File: config.mk
export PLATFORM = sky130hd
export DESIGN_NAME = ppu_issue_ctrl
export DESIGN_NICKNAME = d
export VERILOG_FILES = /design/src/rtl/ppu_issue_ctrl.sv
export SDC_FILE = /design/constraint.sdc
export NUM_CORES = 1
export LEC_CHECK = 0
export BUFFER_PORTS_ARGS = -buffer_cell sky130_fd_sc_hd__buf_4
export CORE_AREA = 4 4 110 112
export DETAILED_ROUTE_END_ITERATION = 16
export DIE_AREA = 0 0 114 116
export PLACE_DENSITY_LB_ADDON = 0.05
export RECOVER_POWER = 100
export SYNTH_ARGS = -nofsm -noshare
export SYNTH_HDL_FRONTEND = slang
export SYNTH_SLANG_ARGS = --single-unit
File: constraint.sdc
create_clock -name clk_i -period 3.34 [get_ports clk_i]
set_input_delay 0.334 -clock clk_i [delete_from_list [all_inputs] [get_ports clk_i]]
set_output_delay 0.334 -clock clk_i [all_outputs]
set_load 0.02 [all_outputs]
File: src/rtl/ppu_issue_ctrl.sv
// Issue/collect controller between ID and the PPU lanes: captures one request, pulses the
// lanes, gathers per-lane results and returns a registered result, with kill and watchdog.
//   state | meaning
//   IDLE  | waiting for en_i; lane valids are stale and ignored
//   ISSUE | one-cycle issue pulse to all lanes; 0-latency results accepted
//   WAIT  | collecting lane results, watchdog running
//   DONE  | one-cycle ready_o (and timeout_o) strobe
//   FLUSH | killed op draining from the lanes, no result reported
module ppu_issue_ctrl #(
    parameter int PPU_NUM        = 1,
    parameter int PPU_OP_WIDTH   = 3,
    parameter int TIMEOUT_CYCLES = 255
) (
    input  logic                    clk_i,
    input  logic                    rst_i,
    input  logic                    en_i,
    input  logic                    kill_i,
    input  logic [31:0]             operand_a_i,
    input  logic [31:0]             operand_b_i,
    input  logic [PPU_OP_WIDTH-1:0] op_i,
    output logic                    ppu_in_valid_o,
    output logic [31:0]             ppu_operand1_o,
    output logic [31:0]             ppu_operand2_o,
    output logic [PPU_OP_WIDTH-1:0] ppu_op_o,
    input  logic [31:0]             ppu_result_i,
    input  logic [PPU_NUM-1:0]      ppu_out_valid_i,
    output logic [31:0]             result_o,
    output logic                    ready_o,
    output logic                    timeout_o,
    output logic                    busy_o
);

    localparam int          LANE_W    = 32 / PPU_NUM;
    localparam logic [7:0]  TMO_LIMIT = 8'(TIMEOUT_CYCLES);

    typedef enum logic [2:0] {S_IDLE, S_ISSUE, S_WAIT, S_DONE, S_FLUSH} state_e;

    state_e                  state_q, state_d;
    logic [31:0]             a_q, a_d, b_q, b_d, result_q, result_d;
    logic [PPU_OP_WIDTH-1:0] op_q, op_d;
    logic [PPU_NUM-1:0]      done_q, done_d;
    logic [7:0]              cnt_q, cnt_d, cnt_inc;
    logic                    in_valid_q, in_valid_d, ready_q, ready_d;
    logic                    timeout_q, timeout_d, busy_q, busy_d;
    logic                    all_done, expired;

    assign cnt_inc = cnt_q + 8'd1;
    assign expired = (cnt_inc >= TMO_LIMIT);

    always_comb begin
        state_d   = state_q;
        a_d       = a_q;
        b_d       = b_q;
        op_d      = op_q;
        result_d  = result_q;
        done_d    = done_q;
        cnt_d     = cnt_q;
        timeout_d = 1'b0;

        // First valid per lane wins; a killed or flushing op never touches result_o.
        if (state_q == S_ISSUE || state_q == S_WAIT || state_q == S_FLUSH) begin
            for (int i = 0; i < PPU_NUM; i++) begin
                if (ppu_out_valid_i[i] && !done_q[i]) begin
                    done_d[i] = 1'b1;
                    if (state_q != S_FLUSH && !kill_i)
                        result_d[LANE_W*i +: LANE_W] = ppu_result_i[LANE_W*i +: LANE_W];
                end
            end
        end
        all_done = &done_d;

        case (state_q)
            S_IDLE: begin
                if (en_i && !kill_i) begin
                    a_d     = operand_a_i;
                    b_d     = operand_b_i;
                    op_d    = op_i;
                    done_d  = '0;
                    state_d = S_ISSUE;
                end
            end
            S_ISSUE: begin
                cnt_d   = 8'd0;
                state_d = kill_i ? S_FLUSH : S_WAIT;
            end
            S_WAIT: begin
                if (kill_i) begin
                    state_d = S_FLUSH;
                end else if (all_done) begin
                    state_d = S_DONE;
                end else if (expired) begin
                    state_d   = S_DONE;
                    timeout_d = 1'b1;
                    result_d  = '0;
                end else begin
                    cnt_d = cnt_inc;
                end
            end
            S_FLUSH: begin
                if (all_done || expired)
                    state_d = S_IDLE;
                else
                    cnt_d = cnt_inc;
            end
            S_DONE:  state_d = S_IDLE;
            default: state_d = S_IDLE;
        endcase

        in_valid_d = (state_d == S_ISSUE);
        ready_d    = (state_d == S_DONE);
        busy_d     = (state_d != S_IDLE);
    end

    always_ff @(posedge clk_i or posedge rst_i) begin
        if (rst_i) begin
            state_q    <= S_IDLE;
            a_q        <= '0;
            b_q        <= '0;
            op_q       <= '0;
            result_q   <= '0;
            done_q     <= '0;
            cnt_q      <= '0;
            in_valid_q <= 1'b0;
            ready_q    <= 1'b0;
            timeout_q  <= 1'b0;
            busy_q     <= 1'b0;
        end else begin
            state_q    <= state_d;
            a_q        <= a_d;
            b_q        <= b_d;
            op_q       <= op_d;
            result_q   <= result_d;
            done_q     <= done_d;
            cnt_q      <= cnt_d;
            in_valid_q <= in_valid_d;
            ready_q    <= ready_d;
            timeout_q  <= timeout_d;
            busy_q     <= busy_d;
        end
    end

    assign ppu_in_valid_o = in_valid_q;
    assign ppu_operand1_o = a_q;
    assign ppu_operand2_o = b_q;
    assign ppu_op_o       = op_q;
    assign result_o       = result_q;
    assign ready_o        = ready_q;
    assign timeout_o      = timeout_q;
    assign busy_o         = busy_q;

endmodule
==> reports/qor.txt <==
VDD IR max: 441 uV
routed vias/inst: 4.85
Most used DFF post-synth: dfrtp_1
Psw: 2.46 mW
CTS Buf Count: 17
Cell variety after synth: 40
fin util: 58.4%
GRT Residual Overflow: 0
final hold violation count: 0
Routed wire per std cell: 15.6 um
Yosys reg bits: 115
H-tree levels: 4
WS Path Type: flop to flop
DRC: 0
largest net degree at the start of global routing: 53
Detail Placement HPWL: 8580 um
Worst EP arrival: 2.90 ns
combinational fraction of design power: 35.3%
setup TNS: 0 ns
antenna cell count: 0
Clk pwr share: 28.7%
clock buffer depth: 2
Routed Antenna Nets: 0
largest area contributor in the netlist: dfrtp_1
Final Net Count: 693
Setup Fix Bufs, Post-CTS: 0
crit path max fanout: 9
top cells by area, synth: dfrtp_1 (62%), mux2_2 (16%), nand2_1 (5.8%)
crit path launch type: flop
Initial Util: 41.2%
design area: 6560 sq um
die width: 114 um
Clock Tree Root: clkbuf_16
most frequent cell after synthesis: dfrtp_1
post_cts resized: 0
die footprint: 13200 sq um
TritonCTS clock tree: built
IO Pins: 207
initial antenna violation count: 0
max cap viols: 0
sequential share of power: 36.1%
pre-CTS setup slack: 1.00 ns
Final period util: 78.5%
Pint: 4.17 mW
top-area cell type share of the netlist area: 62.2%
die span in y: 116 um
wire length on met3: 1170 um
outcome: finished clean
later-pin clock latency in the skew report: 0.40 ns
cts hold-fix bufs: 0
met2 wire length: 5730 um
Switching Share: 37.1%
# clock sinks: 115
Routability Congestion: 0.879
Commonest cells post-synth: dfrtp_1 (115), nand2_1 (72), mux2_2 (67)
Pwr Density: 1010 nW/um^2
RSZ-0062 raised after global routing: false
average cell area after synthesis: 12.3 sq um
syn_nets: 481
Rel. slew slack: 11.8%
core area: 11200 sq um
Tot GR Track Use: 17.8%
via count: 3601
Clock transition at path regs: 0.05 ns
Slew @ Worst Pin: 1.32 ns
WL final: 11600 um
Post-Syn Area: 4620 sq um
share of flip-flops with an asynchronous set or reset: 100%
Detailed Route Iter0 Violations: 176
DRT Pass-1 Iters: 4
Leakage Power: 2.92 nW
Fmax: 0.382 GHz
synthesized instance count: 375
post-synthesis sequential area ratio: 62.2%
Period minus WS final: 2.62 ns
Final Setup Violations: 0
share of post-route cells with drive strength above 1: 35.3%
Setup crit end kind: flop
global-route wire length before repair: 18500 um
final setup margin: 0.719 ns
vias in the first global route: 3704
# rows: 39
Yosys warning count: 0
HP Class: input pin to asynchronous set/reset pin
Layout Area Growth over Synthesis: 41.9%
Layout Skew: 0.00814 ns
top routing layer used: met4
Required @ worst endpoint: 3.62 ns
wl on met1: 4580 um
number of flops mapped to enable cells by yosys: 0
Port Buffers: 206
fin. max-slew vios: 0
Area after DPL: 6350 sq um
[power by group through the flow]
stage | sequential, mW | clock [mW] | combinational, mW
after global routing | 2.49 | 2.01 | 2.54
final | 2.39 | 1.90 | 2.34
after floorplan | 3.12 | 0 | 0.863
after detailed placement | 2.43 | 0 | 2.89
after CTS | 2.42 | 1.94 | 2.89
after global placement | 2.40 | 0 | 2.86
[cell families after synthesis]
family | synth area share [%]
flip-flops | 62.2
AND/OR/NAND/NOR | 9.80
multiplexers | 16.9
AO/OA/AOI/OAI | 7.61
buffers and inverters | 2.38
XOR/XNOR | 0.568
adder cells (fa/ha/maj) | 0.541
[registers in the layout, indices dropped and copies added (netlist names)]
signal          count
ppu_op_o            3
ppu_operand2_o     32
ppu_operand1_o     32
result_o           32
cnt_q               8
done_q              1
timeout_o           1
ppu_in_valid_o      1
busy_o              1
state_q             3
ready_o             1
[cells in the final DEF (no fill, tap or decap), types with 6 or more instances in the layout]
cell type | Yosys | routed
clkbuf_1 | 5 | 105
dfrtp_1 | 115 | 115
o21ai_0 | 6 | 7
a21oi_1 | 36 | 36
mux2_2 | 67 | 67
nand3_1 | 6 | 6
nand2_1 | 72 | 72
buf_4 | 0 | 104
nor2_1 | 7 | 7
clkbuf_16 | 0 | 17
[through the flow]
stage          std cells  hold slack, ns  total power [mW]
2_1_floorplan        375           0.424              3.98
3_3_place_gp         711           0.431              5.26
3_5_place_dp         711           0.438              5.32
4_1_cts              743         0.00927              7.26
5_1_grt              743           0.146              7.04
6_report             743           0.161              6.64
[cell type report]
class / count / area [sq um]
flip-flops and latches: 115 / 2880
fillers: 1034 / 4660
well taps: 143 / 179
clock inverters: 13 / 183
repair buffers: 213 / 1210
inverters: 6 / 23.8
clock buffers: 19 / 453
multi-input cells: 234 / 1630
[worst paths after layout]
check / depth (start not counted) / from / to / slack [ns]
min in group clk_i: 2 / operand_a_i[19] / ppu_operand1_o[19]$_DFFE_PP0P_ / 0.16
min reg2reg: 1 / ppu_operand2_o[3]$_DFFE_PP0P_ / ppu_operand2_o[3]$_DFFE_PP0P_ / 0.50
max reg2reg: 5 / state_q[2]$_DFF_PP0_ / cnt_q[1]$_DFFE_PP0P_ / 0.72
max: 5 / state_q[2]$_DFF_PP0_ / cnt_q[1]$_DFFE_PP0P_ / 0.72
max in group asynchronous: 3 / rst_i / ppu_operand2_o[5]$_DFFE_PP0P_ / 1.44
min: 2 / rst_i / result_o[14]$_DFF_PP0_ / 0.16
[per-layer routing]
layer,global-route usage [%],vias to the layer above
li1,-,1727
met1,21.8,1731
met2,28.3,131
met3,7.47,12
met4,6.81,0
met5,0,-
[worst max-delay path: stages (launching register included)]
cell       delay [ns]
dfrtp_1          0.45
or3b_1           0.45
a2111oi_4        0.53
inv_1            0.15
o21ai_0          0.58
mux2_4           0.35
No activity file was read; power rests on OpenSTA's default activity.
